==> config.mk <==
export PLATFORM = sky130hd
export DESIGN_NAME = dnlink_sequencer
export DESIGN_NICKNAME = d
export VERILOG_FILES = /design/src/rtl/dnlink_pkg.sv /design/src/rtl/dnlink_sync_edge.sv /design/src/rtl/dnlink_sequencer.sv
export SDC_FILE = /design/constraint.sdc
export NUM_CORES = 1
export LEC_CHECK = 0
export ABC_AREA = 1
export CORE_UTILIZATION = 50
export DETAILED_ROUTE_END_ITERATION = 16
export PLACE_DENSITY = 0.82
export SLEW_MARGIN = 20
export SYNTH_ARGS = -nofsm -noshare
export SYNTH_HDL_FRONTEND = slang
export SYNTH_SLANG_ARGS = --single-unit
==> constraint.sdc <==
create_clock -name clk -period 2 [get_ports clk]
set_clock_uncertainty 0.15 [all_clocks]
set_input_delay 0.2 -clock clk [delete_from_list [all_inputs] [get_ports clk]]
set_output_delay 0.2 -clock clk [all_outputs]
set_load 0.02 [all_outputs]
==> src/rtl/dnlink_pkg.sv <==
// Shared definitions for the AGC telemetry downlink sequencer:
// the FSM state encoding and the default timing constants.
package dnlink_pkg;

  typedef enum logic [2:0] {
    IDLE,
    START,
    BITS,
    END,
    GAP
  } dnlink_state_t;

  localparam int DNL_PULSE_DIV   = 20;
  localparam int DNL_PULSE_WIDTH = 4;
  localparam int DNL_WORD_PERIOD = 1024;
  localparam int DNL_NBITS       = 40;

endpackage

==> src/rtl/dnlink_sync_edge.sv <==
// Two-flop synchroniser for an asynchronous input, with an optional
// one-clk strobe on each rising edge of the synchronised level.
module dnlink_sync_edge #(
  parameter bit EDGE_EN = 1'b1
) (
  input  logic clk,
  input  logic rst_n,
  input  logic async_in,
  output logic sync_out,
  output logic rise
);

  logic meta;

  always_ff @(posedge clk or negedge rst_n) begin
    if (!rst_n) begin
      meta     <= 1'b0;
      sync_out <= 1'b0;
    end else begin
      meta     <= async_in;
      sync_out <= meta;
    end
  end

  generate
    if (EDGE_EN) begin : g_edge
      logic prev;

      always_ff @(posedge clk or negedge rst_n) begin
        if (!rst_n) prev <= 1'b0;
        else        prev <= sync_out;
      end

      assign rise = sync_out & ~prev;
    end else begin : g_no_edge
      assign rise = 1'b0;
    end
  endgenerate

endmodule

==> src/rtl/dnlink_sequencer.sv <==
// AGC telemetry downlink sequencer: DKSTRT/DKBSNC/DKEND pulse trains timed from
// AGC CLK, DKDATA word capture and valid/ready hand-off. Option: DNLINK_WORDCNT_EN.
module dnlink_sequencer
  import dnlink_pkg::*;
#(
  parameter int PULSE_DIV   = DNL_PULSE_DIV,
  parameter int PULSE_WIDTH = DNL_PULSE_WIDTH,
  parameter int WORD_PERIOD = DNL_WORD_PERIOD,
  parameter int NBITS       = DNL_NBITS
) (
  input  logic             clk,
  input  logic             rst_n,
  input  logic             enable,
  input  logic             agc_clk_in,
  input  logic             dkdata_in,
  output logic             dkstrt,
  output logic             dkbsnc,
  output logic             dkend,
  output logic [NBITS-1:0] word_data,
  output logic             word_valid,
  input  logic             word_ready,
  output logic             overflow,
  input  logic             ovf_clr,
  output logic             busy
`ifdef DNLINK_WORDCNT_EN
  ,
  output logic [15:0]      word_count,
  output logic [7:0]       drop_count
`endif
);

  localparam int PTW = (PULSE_DIV > 1) ? $clog2(PULSE_DIV) : 1;
  localparam int WTW = $clog2(WORD_PERIOD);
  localparam int BCW = $clog2(NBITS);
  localparam logic [PTW-1:0] PT_LAST  = PTW'(PULSE_DIV - 1);
  localparam logic [PTW-1:0] PT_WIDTH = PTW'(PULSE_WIDTH);
  localparam logic [WTW-1:0] WT_LAST  = WTW'(WORD_PERIOD - 1);
  localparam logic [BCW-1:0] BC_LAST  = BCW'(NBITS - 1);

  dnlink_state_t    state, state_n;
  logic [PTW-1:0]   ptmr, ptmr_n;
  logic [WTW-1:0]   wtmr, wtmr_n;
  logic [BCW-1:0]   bcnt, bcnt_n;
  logic [NBITS-1:0] shreg, shreg_n;
  logic             dkstrt_n, dkbsnc_n, dkend_n;
  logic             tick, dk_sync, agc_sync_unused, dk_rise_unused;
  logic             bit_boundary, slot_wrap, capture, complete, load, drop;

  dnlink_sync_edge #(.EDGE_EN(1'b1)) u_agc_sync (
    .clk      (clk),
    .rst_n    (rst_n),
    .async_in (agc_clk_in),
    .sync_out (agc_sync_unused),
    .rise     (tick)
  );

  dnlink_sync_edge #(.EDGE_EN(1'b0)) u_dk_sync (
    .clk      (clk),
    .rst_n    (rst_n),
    .async_in (dkdata_in),
    .sync_out (dk_sync),
    .rise     (dk_rise_unused)
  );

  assign bit_boundary = tick && (ptmr == PT_LAST);
  assign slot_wrap    = enable && bit_boundary && (wtmr == WT_LAST);
  assign busy         = (state == START) || (state == BITS) || (state == END);

  always_comb begin
    ptmr_n = ptmr;
    if (tick) ptmr_n = (ptmr == PT_LAST) ? '0 : ptmr + 1'b1;

    // Slot timer parks on its last count while disabled, so the first slot opens on the next boundary.
    wtmr_n = wtmr;
    if (!enable)           wtmr_n = WT_LAST;
    else if (bit_boundary) wtmr_n = (wtmr == WT_LAST) ? '0 : wtmr + 1'b1;

    state_n = state;
    bcnt_n  = bcnt;
    unique case (state)
      IDLE:  if (slot_wrap) state_n = START;
      START: begin
        if (!enable) state_n = IDLE;
        else if (bit_boundary) begin
          state_n = BITS;
          bcnt_n  = '0;
        end
      end
      BITS: begin
        if (!enable) state_n = IDLE;
        else if (bit_boundary) begin
          if (bcnt == BC_LAST) state_n = END;
          else                 bcnt_n  = bcnt + 1'b1;
        end
      end
      END: begin
        if (!enable)           state_n = IDLE;
        else if (bit_boundary) state_n = GAP;
      end
      GAP: begin
        if (!enable)       state_n = IDLE;
        else if (slot_wrap) state_n = START;
      end
      default: state_n = IDLE;
    endcase

    dkstrt_n = (state_n == START) && (ptmr_n < PT_WIDTH);
    dkbsnc_n = (state_n == BITS)  && (ptmr_n < PT_WIDTH);
    dkend_n  = (state_n == END)   && (ptmr_n < PT_WIDTH);

    // DKDATA is sampled where the bit-sync pulse falls.
    capture = (state == BITS) && tick && (ptmr_n == PT_WIDTH);
    shreg_n = capture ? {shreg[NBITS-2:0], dk_sync} : shreg;

    complete = (state == BITS) && (state_n == END);
    load     = complete && (!word_valid || word_ready);
    drop     = complete && word_valid && !word_ready;
  end

  always_ff @(posedge clk or negedge rst_n) begin
    if (!rst_n) begin
      state  <= IDLE;
      ptmr   <= '0;
      wtmr   <= WT_LAST;
      bcnt   <= '0;
      shreg  <= '0;
      dkstrt <= 1'b0;
      dkbsnc <= 1'b0;
      dkend  <= 1'b0;
    end else begin
      state  <= state_n;
      ptmr   <= ptmr_n;
      wtmr   <= wtmr_n;
      bcnt   <= bcnt_n;
      shreg  <= shreg_n;
      dkstrt <= dkstrt_n;
      dkbsnc <= dkbsnc_n;
      dkend  <= dkend_n;
    end
  end

  always_ff @(posedge clk or negedge rst_n) begin
    if (!rst_n) begin
      word_data  <= '0;
      word_valid <= 1'b0;
      overflow   <= 1'b0;
    end else begin
      if (load) begin
        word_data  <= shreg;
        word_valid <= 1'b1;
      end else if (word_valid && word_ready) begin
        word_valid <= 1'b0;
      end
      if (drop)         overflow <= 1'b1;
      else if (ovf_clr) overflow <= 1'b0;
    end
  end

`ifdef DNLINK_WORDCNT_EN
  // A clear coinciding with a load or drop keeps that event in the restarted count.
  always_ff @(posedge clk or negedge rst_n) begin
    if (!rst_n) begin
      word_count <= '0;
      drop_count <= '0;
    end else if (ovf_clr) begin
      word_count <= {15'd0, load};
      drop_count <= {7'd0, drop};
    end else begin
      if (load)                        word_count <= word_count + 16'd1;
      if (drop && drop_count != 8'hFF) drop_count <= drop_count + 8'd1;
    end
  end
`endif

endmodule
==> results by group, run 1 <==
Pwr
  • Overall power: 0.00632 W
  • Pwr Density: 950 nW/um^2
  • Pleak: approximately 3.4 nW
  • Peak supply drop: 0.000614 V

Detailed routing
  • Routed via count: 4338
  • Router iterations before antenna repair: 5
  • DR DRC count: 0
  • Post-DR wirelength/cell: 17.6 um
  • DR vias/cell: 5.54
  • Total Wirelength: ~14000 um
  • DRT iter0 DRCs: 430
  • Post-DRT Antenna Nets: 0

Synth
  • Area share of the largest cell type after synthesis: 0.538
  • Flops & latches, synth: about 110
  • Post-Syn Instances: 552
  • Mapped cell area: 4830 sq um
  • Syn. warnings: 0
  • Syn_nets: 562
  • Synth area leader: dfrtp_1
  • Mean Syn Cell Area: approximately 9 sq um
  • Synth area leaders: dfrtp_1 (54%), nand2_1 (18%), dfstp_2 (5.4%)
  • Most used DFF post-synth: dfrtp_1
  • Most frequent cell after synthesis: nand2_1
  • Post-synth EDFFs: 0
  • FFs w/ async S/R, synth: 1.00
  • Sequential share of the synthesized area: 0.593
  • Yosys cell types: 35
  • Synth top cells by count: nand2_1 (235), dfrtp_1 (104), o21ai_0 (48)

STA
  • Maximum clock rate: ~0.47 GHz
  • Worst-Margin Slew: 0.443 ns
  • Setup violations, final: 44
  • Final Worst Setup Slack: -0.148 ns
  • Fin crit share: 1.07
  • Final worst path period need: roughly 2.1 ns
  • Pins over their slew limit: 0
  • RSZ-0062 raised after global routing: true
  • Worst Hold Slack: 0.0187 ns
  • Relative slew slack: 0.705
  • Final hold viol count: 0

Worst setup path
  • Worst r2r path cells: 9
  • Worst reg2reg startpoint: ptmr[0]
  • Setup crit start kind: register
  • CP Class: reg2reg
  • CP max stage cell: dfrtp_1
  • Critical path data arrival time: around 2.4 ns
  • WP data required: 2.24 ns
  • Flop-to-flop setup slack: -0.15 ns
  • Crit path buffers/inverters: 3
  • CP Max Fanout: 33
  • Crit path max-delay family: buffers and inverters
  • Crit path depth: 9
  • Setup crit end kind: register
  • Largest stage delay, worst path: ~0.41 ns
  • Crit-path cells: buf_4 > buf_4 > xor2_1 > nor2_4 > nor2_4 > nand2_4 > buf_12 > o21ai_1 > nand2_2
  • Worst reg2reg path endpoint: shreg[35]

Finish
  • Final std cells w/o fill: 783
  • Multi-input gate area: 1890 sq um
  • Area grow syn2layout: 37.6%
  • Layout Nets: around 650
  • Share of cells above drive strength 1: 0.216
  • Layout fillers: 619
  • Final instance area: roughly 6700 sq um
  • Sequential standard cell area: 2870 sq um
  • N_diodes: 0

Global route
  • Pin count of the biggest net entering global routing: 54
  • GRT Total Usage: 0.248
  • Remaining Overflow, GRT: 0
  • Global-route wire length before repair: 19200 um
  • Vias in the first global route: roughly 4.1k
  • Initial antenna violation count: 0

Place
  • Port bufs: 52
  • Placed cell areas: 5600 sq um
  • Placed Cells: 731
  • Place WS: -0.0525 ns
  • Routability Congestion: 0.925
  • Post-DP HPWL: 6590 um

Job
  • Maximum Capacitance Violations: 0

Clock network
  • Latest clock arrival within the worst-skew pair: 0.52 ns
  • Clock sink count: between 100 and 150
  • CTS tree: built
  • CTS Root Cell: clkbuf_8
  • Clk slew on worst S/H paths: approximately 0.06 ns
  • Clock Path Buffers: 2
  • H-Tree Depth: 4
  • Cts bufs inserted: 17

Floorplan
  • IO Pins: 53
  • Die Ht: 100 um
  • Die ar.: 10100 sq um
  • Die W: 100 um
  • Core ar.: 9280 sq um
  • Row count: 35
  • Initial Util: 0.521

Outcome
  • Failing checks: negative setup slack
  • Status: finished with violations

Hold path
  • Worst min path class: in2async
## worst register-to-register path, delay by kind of cell (launching register included)
kind,cells,cell delay (ns)
DFF,1,0.41
buffers and inverters,3,0.46
and+or+nand+nor,4,0.40
AOI/OAI and AO/OA,1,0.28
xor gates and xnor gates,1,0.31
## final cells by class
| class | instances | share of cell area |
|---|---|---|
| Clock buffer | 20 | 0.0655 |
| Clock inverter | 11 | 0.0243 |
| Inverter | 39 | 0.0231 |
| Multi-Input combinational cell | 379 | 0.283 |
| Sequential cell | 114 | 0.431 |
| Tap cell | 129 | 0.0243 |
| Timing Repair Buffer | 91 | 0.149 |
## registers in the layout, summed over array words and instances, names as in the netlist
register / count
bcnt: 6
wtmr: 10
u_agc_sync.sync_out: 1
dkstrt: 1
word_data: 40
state: 3
u_agc_sync.meta: 1
word_valid: 1
u_dk_sync.sync_out: 1
u_agc_sync.g_edge.prev: 1
dkbsnc: 1
shreg: 40
overflow: 1
dkend: 1
u_dk_sync.meta: 1
ptmr: 5
## timing repair
action / 4_1_cts / 5_1_grt
hold buffers: 3 / 0
resized for setup: 14 / 62
endpoints found under the setup margin: 77 / 94
buffers inserted: 1 / 11
pin swaps: 2 / 12
cloned: 0 / 6
hold endpoints to repair: 114 / 0
## per-stage QoR
stage	setup TNS (ns)	utilization
after floorplan	0	-
after global placement	0	0.604
after detailed placement	-0.390	0.604
after CTS	-0.0577	0.676
after global routing	-6.87	0.716
final	-3.40	0.716
## metal layers
layer,vias up,share of wire,global-route usage
met5,-,0,0
met4,0,0.035,0.0970
met3,55,0.061,0.0662
met2,220,0.52,0.414
met1,2131,0.38,0.310
li1,1932,-,-
## cells in the final DEF (no fill, tap or decap), types with 2 or more instances in the layout
| cell type | instances |
|---|---|
| nand2_1 | 205 |
| dfrtp_1 | 104 |
| clkdlybuf4s50_1 | 50 |
| o21ai_0 | 39 |
| inv_1 | 31 |
| nand2_2 | 25 |
| buf_4 | 22 |
| clkbuf_16 | 19 |
| nand3_1 | 18 |
| o21ai_1 | 17 |
| nor2_1 | 15 |
| dfstp_2 | 10 |
| buf_12 | 8 |
| nor2_4 | 7 |
| nor2_2 | 6 |
| nand2_4 | 6 |
| nand4_1 | 6 |
| a21oi_1 | 6 |
| o21ai_2 | 5 |
| clkinv_2 | 5 |
| inv_2 | 4 |
| xor2_1 | 4 |
| bufinv_16 | 4 |
| inv_4 | 3 |
| dlygate4sd3_1 | 3 |
| nand3_2 | 2 |
| or2_2 | 2 |
| nor3_1 | 2 |
| ha_4 | 2 |
| clkbuf_8 | 2 |
| clkbuf_1 | 2 |
| buf_8 | 2 |
| buf_6 | 2 |
## worst max-delay path by stage
stage             from            end
4_1_cts        ptmr[0]       shreg[1]
5_1_grt        ptmr[0]      shreg[39]
3_3_place_gp   wtmr[0]          dkend
2_1_floorplan  ptmr[0]  word_data[21]
6_report       ptmr[0]      shreg[35]
3_5_place_dp   ptmr[1]  word_data[32]
## power breakdown
| group | internal [W] | switching, W | total (W) | leakage [nW] |
|---|---|---|---|---|
| Combinational | 0.000249 | 0.000498 | 0.000748 | 1.62 |
| Sequential | 0.00237 | 0.0000935 | 0.00247 | 1.53 |
| Clock | 0.00204 | 0.00107 | 0.00311 | 0.294 |
| Total | 0.00466 | 0.00166 | 0.00632 | 3.44 |
## cells by family (layout without fill, tap and decap cells)
kind of cell / Yosys count / count (layout) / share of synthesized area
AO/OA/AOI/OAI: 75 / 75 / 0.0823
XOR/XNOR: 5 / 5 / 0.00906
adder cells (fa/ha/maj): 3 / 3 / 0.00777
buffers and inverters: 59 / 161 / 0.0551
flip-flops: 114 / 114 / 0.593
AND/OR/NAND/NOR: 296 / 296 / 0.253
(Power assumes the default switching activity.)
==> inputs of run 2 (changes only) <==
--- a/config.mk
+++ b/config.mk
@@ -6,9 +6,9 @@
 export NUM_CORES = 1
 export LEC_CHECK = 0
 export ABC_AREA = 1
-export CORE_UTILIZATION = 50
+export CORE_UTILIZATION = 51
 export DETAILED_ROUTE_END_ITERATION = 16
-export PLACE_DENSITY = 0.82
+export PLACE_DENSITY = 0.8
 export SLEW_MARGIN = 20
 export SYNTH_ARGS = -nofsm -noshare
 export SYNTH_HDL_FRONTEND = slang
==> constraint.sdc (replaced) <==
create_clock -name clk -period 2.7 [get_ports clk]
set_clock_uncertainty 0.15 [all_clocks]
set_input_delay 0.27 -clock clk [delete_from_list [all_inputs] [get_ports clk]]
set_output_delay 0.27 -clock clk [all_outputs]
set_load 0.02 [all_outputs]
==> results by group, run 2 (synthesis results as in run 1) <==
Floorplan
  • Initial Util: 0.526
  • Row count: 35
  • Die ar.: 9870 sq um
  • Die W: around 99 um
  • IO Pins: 53
  • Core ar.: roughly 9000 sq um
  • Die Ht: 99.4 um

Pwr
  • Peak supply drop: roughly 0.00031 V
  • Sequential share of power: 0.418
  • Clock network fraction of total power: 0.492
  • Pwr Density: 726 nW/um^2
  • P_sw: 0.00110 W
  • Net Sw Frac: 0.252
  • Combinational Power Share: 0.090
  • Pleak: 3.12 nW
  • Power Internal: 0.00326 W

Place
  • Post-DP HPWL: 6460 um
  • Port bufs: 52
  • Routability Congestion: 0.902

STA
  • Fin crit share: 0.910
  • Setup violations, final: 0
  • Setup TNS: 0 ns
  • Relative slew slack: 0.608
  • Pins over their slew limit: 0
  • Maximum clock rate: 0.407 GHz
  • Final worst path period need: 2.46 ns
  • Worst-Margin Slew: approximately 0.59 ns
  • Final hold viol count: 0
  • RSZ-0062 raised after global routing: false

Worst setup path
  • Setup crit start kind: register
  • Critical path data arrival time: about 2.7 ns
  • CP Max Fanout: between 40 and 50
  • Largest stage delay, worst path: between 0.4 and 0.5 ns
  • Setup crit end kind: register
  • Crit-path cells: ha_1 > nand2_1 > inv_2 > nand3_4 > inv_2 > nor2_2 > nor2_2 > nand2_4 > nor2_4 > buf_4 > o21ai_0
  • CP max stage cell: dfrtp_1
  • CP Class: reg2reg
  • WP data required: 2.93 ns

Clock network
  • Clk slew on worst S/H paths: 0.06 ns
  • H-Tree Depth: 4
  • Clock sink count: 114
  • Latest clock arrival within the worst-skew pair: roughly 0.52 ns
  • Clock Path Buffers: 2
  • Cts bufs inserted: 17
  • CTS tree: built
  • Postcts setup bufs: 0
  • CTS Root Cell: clkbuf_8

Global route
  • GRT Total Usage: 0.230
  • Vias in the first global route: 3831
  • Remaining Overflow, GRT: 0
  • Global-route wire length before repair: 17600 um
  • Pin count of the biggest net entering global routing: 54
  • Initial antenna violation count: 0

Finish
  • Final core occ: 0.652
  • N_diodes: 0
  • Layout Nets: 619
  • Area grow syn2layout: 24.1%
  • Share of cells above drive strength 1: 0.105
  • Most frequent cells in the layout: nand2_1 (234), dfrtp_1 (104), clkdlybuf4s50_1 (51), o21ai_0 (48), inv_1 (31)
  • Commonest non-fill, non-tap cell in the layout: nand2_1
  • Layout fillers: 715
  • Biggest regs: shreg (40), word_data (40), wtmr (10)

Hold path
  • Worst min path class: in2reg

Detailed routing
  • DR DRC count: 0
  • DRT iter0 DRCs: 263
  • Total Wirelength: 10200 um
  • DR vias/cell: 5.27
  • Post-DR wirelength/cell: 13.9 um
  • Post-DRT Antenna Nets: 0
  • Routed via count: 3856
  • Router iterations before antenna repair: 5

Job
  • Maximum Capacitance Violations: 0

Outcome
  • Status: finished, final reports clean
## run 2: changes by cell type in the layout (fill, tap and decap cells not counted), sizes merged
cell           before  now
clkinv              7    8
clkdlybuf4s50      50   51
buf                34    6
clkbuf             24   20
inv                38   37
bufinv              4    3
dlygate4sd3         3    1
clkinvlp            1    2
## run 2: final timing paths
| kind | cells past startpoint | start | slack [ns] | endpoint |
|---|---|---|---|---|
| worst max-delay path | 11 | ptmr[0] | 0.24 | shreg[6] |
| worst min-delay path | 1 | dkdata_in | 0.05 | u_dk_sync.meta |
| worst max register to register | 11 | ptmr[0] | 0.24 | shreg[6] |
| worst min register to register | 0 | u_dk_sync.meta | 0.20 | u_dk_sync.sync_out |
| max in group asynchronous | 3 | rst_n | 1.58 | shreg[27] |
| min in group asynchronous | 2 | rst_n | 0.16 | word_data[2] |
## run 2: repair_timing
action | in CTS | in global routing
hold endpoints to repair | 45 | 0
endpoints found under the setup margin | 0 | 13
gates resized for setup | 0 | 1
hold buffers | 1 | 0
## run 2: per-layer routing
layer	GRT usage	vias to the layer above	wire length, um
met1	0.289	1858	4540
met2	0.376	124	4990
met5	0	-	0
met3	0.0731	18	520
met4	0.0848	0	157
li1	-	1856	-
## run 2: critical path, delay by kind of cell, from the launching register on
| kind | cells | cell delay [ns] |
|---|---|---|
| fa+ha+maj | 1 | 0.26 |
| buf+inv | 3 | 0.61 |
| simple gates | 6 | 0.73 |
| flops | 1 | 0.41 |
| compound gates | 1 | 0.15 |
## run 2: power groups by stage
| stage | clock network [W] | registers (W) | logic [W] |
|---|---|---|---|
| 2_1_floorplan | 0 | 0.00183 | 0.000269 |
| 3_3_place_gp | 0 | 0.00184 | 0.000380 |
| 3_5_place_dp | 0 | 0.00185 | 0.000388 |
| 4_1_cts | 0.00217 | 0.00182 | 0.000394 |
| 5_1_grt | 0.00226 | 0.00183 | 0.000440 |
| 6_report | 0.00214 | 0.00182 | 0.000390 |
## run 2: metrics by stage
stage,area (sq um),setup WS (ns),power [W],instances,hold WS (ns)
after floorplan,4830,0.792,0.00210,552,-0.176
after global placement,5420,0.316,0.00222,700,0.163
after detailed placement,5420,0.210,0.00223,700,0.170
after CTS,6000,0.176,0.00438,732,0.0300
after global routing,6000,0.0241,0.00453,732,0.0329
final,6000,0.243,0.00435,732,0.0468
## run 2: layout make-up
class / instances / area [sq um] / share of cell area
clock buffer: 20 / 425 / 0.0709
multi-input combinational: 379 / 1700 / 0.284
timing repair buffer: 58 / 578 / 0.0964
tap: 111 / 139 / 0.0232
sequential: 114 / 2870 / 0.478
clock inverter: 11 / 139 / 0.0232
inverter: 39 / 148 / 0.0246
==> inputs of run 3 (changes only) <==
--- a/config.mk
+++ b/config.mk
@@ -6,10 +6,12 @@
 export NUM_CORES = 1
 export LEC_CHECK = 0
 export ABC_AREA = 1
+export ABC_CLOCK_PERIOD_IN_PS = 2700
 export CORE_UTILIZATION = 51
 export DETAILED_ROUTE_END_ITERATION = 16
 export PLACE_DENSITY = 0.8
 export SLEW_MARGIN = 20
 export SYNTH_ARGS = -nofsm -noshare
 export SYNTH_HDL_FRONTEND = slang
+export SYNTH_HIERARCHICAL = 1
 export SYNTH_SLANG_ARGS = --single-unit
==> results by group, run 3 <==
Outcome
  • Status: finished, final reports clean

STA
  • Pins over their slew limit: 0
  • Final worst path period need: 2.42 ns
  • Worst-Margin Slew: 0.734 ns
  • Final hold viol count: 0
  • Setup TNS: 0 ns
  • Relative slew slack: 0.511
  • Fin crit share: 0.895
  • Setup violations, final: 0
  • RSZ-0062 raised after global routing: false
  • Maximum clock rate: 0.414 GHz

Global route
  • GRT Total Usage: 0.229
  • Vias in the first global route: 3847
  • Pin count of the biggest net entering global routing: 59
  • Global-route wire length before repair: 17800 um
  • Initial antenna violation count: 0
  • Remaining Overflow, GRT: 0

Detailed routing
  • Router iterations before antenna repair: 5
  • Post-DR wirelength/cell: 13.4 um
  • Routed via count: 4029
  • DR vias/cell: 5.23
  • DR DRC count: 0
  • Total Wirelength: 10400 um
  • DRT iter0 DRCs: 253
  • Post-DRT Antenna Nets: 0

Worst setup path
  • CP Max Fanout: 40
  • CP Class: reg2reg
  • WP data required: 2.95 ns
  • CP most frequent cell: nand2_1
  • Largest stage delay, worst path: about 0.40 ns
  • Crit path max-delay family: simple AND/OR/NAND/NOR gates
  • Crit-path cells: ha_1 > nand2_1 > inv_1 > nand3_2 > inv_2 > nor2_2 > nand3_4 > nor2_8 > nand2_4 > nand2_1 > nand2_1
  • CP max stage cell: dfrtp_1
  • Worst reg2reg startpoint: ptmr[0]
  • Crit path buffers/inverters: 2
  • Setup crit end kind: register
  • Setup crit start kind: register
  • Critical path data arrival time: about 2.7 ns
  • Critical Path Start: ptmr[0]

Finish
  • Commonest non-fill, non-tap cell in the layout: nand2_1
  • Area grow syn2layout: 23.6%
  • N_diodes: 0
  • Final std cells w/o fill: 770
  • Biggest regs: shreg (40), word_data (40), wtmr (10)
  • Layout Nets: 638
  • Most frequent cells in the layout: nand2_1 (211), dfrtp_1 (104), nand3_1 (95), clkdlybuf4s50_1 (51), inv_1 (30)
  • Share of cells above drive strength 1: 0.115

Floorplan
  • Die ar.: 10200 sq um
  • Initial Util: 0.535
  • Die Ht: 101 um
  • Die W: 101 um
  • Row count: 35
  • Core ar.: 9370 sq um
  • IO Pins: 53

Clock network
  • CTS Root Cell: clkbuf_8
  • Latest clock arrival within the worst-skew pair: between 0.5 and 0.6 ns
  • Post-cts resize count: 0
  • Clk slew on worst S/H paths: 0.06 ns
  • H-Tree Depth: 4
  • Clock sink count: between 100 and 150
  • Clock Path Buffers: 2
  • CTS tree: built
  • Cts bufs inserted: 17

Synth
  • Syn. warnings: 6
  • Mean Syn Cell Area: 8.79 sq um
  • Post-Syn Instances: 570
  • Syn_nets: 580
  • Mapped cell area: about 5000 sq um

Hold path
  • Hold Path Origin: agc_clk_in
  • Worst min path class: in2reg

Pwr
  • Pwr Density: between 600 and 700 nW/um^2
  • Pleak: 3.23 nW
  • Peak supply drop: approximately 0.00051 V

Place
  • Post-DP HPWL: 6830 um
  • Port bufs: between 50 and 60
  • Placed Cells: 737
  • Routability Congestion: 0.943

Job
  • Maximum Capacitance Violations: 0
## run 3: cell count changes in the layout (fill, tap and decap cells not counted), moves of 2 or more
cell,change
clkbuf_1,-2
nor2_1,+5
inv_6,+2
nor2_2,-2
buf_4,+7
inv_2,-3
o21ai_0,-32
nand3_1,+76
o21ai_1,-11
nand2_1,-23
## run 3: area by class of cell
type,count,area [sq um]
clock buffers,19,432
clock inverters,13,135
fillers,739,3180
inverters,34,128
multi-input cells,396,1840
flip-flops and latches,114,2870
well taps,129,161
repair buffers,65,631
## run 3: worst register-to-register path: cells and delay by family (launching register included)
family	cells	cell delay (ns)
flip-flops	1	0.40
adder cells (fa/ha/maj)	1	0.23
buffers and inverters	2	0.18
AND/OR/NAND/NOR	8	1.35
## run 3: power breakdown
part	internal (W)	switching (W)	leakage [nW]	total, W
Combinational	0.000110	0.000285	1.43	0.000395
Clock	0.00133	0.000800	0.278	0.00213
Sequential	0.00175	0.0000417	1.52	0.00180
## run 3: worst paths after layout
path | slack (ns) | cells after the start | end
setup / recovery | 0.28 | 11 | shreg[27]
hold / removal | 0.04 | 1 | u_agc_sync/meta
setup reg to reg | 0.28 | 11 | shreg[27]
hold reg to reg | 0.20 | 0 | u_dk_sync/sync_out
max in group asynchronous | 1.40 | 3 | wtmr[0]
min in group asynchronous | 0.21 | 2 | u_agc_sync/sync_out
## run 3: timing repair
item / in CTS / in global routing
setup buffers: 0 / 0
hold buffers: 1 / 0
hold endpoints to repair: 57 / 0
## run 3: layer usage
metal  track usage  vias up  routed length, um
li1              -     1959                  -
met5             0        -                  0
met2         0.342      126               4900
met3        0.0791       21                629
met4        0.0881        0                187
met1         0.308     1923               4640
## run 3: through the flow
stage	utilization	power [W]	instance area (sq um)	setup slack, ns	hold WS [ns]
2_1_floorplan	-	0.00210	5010	0.871	-0.176
3_3_place_gp	0.599	0.00220	5620	0.412	0.186
3_5_place_dp	0.599	0.00222	5620	0.343	0.186
4_1_cts	0.661	0.00435	6190	0.294	0.0222
5_1_grt	0.661	0.00450	6190	0.138	0.0120
6_report	0.661	0.00433	6190	0.284	0.0353
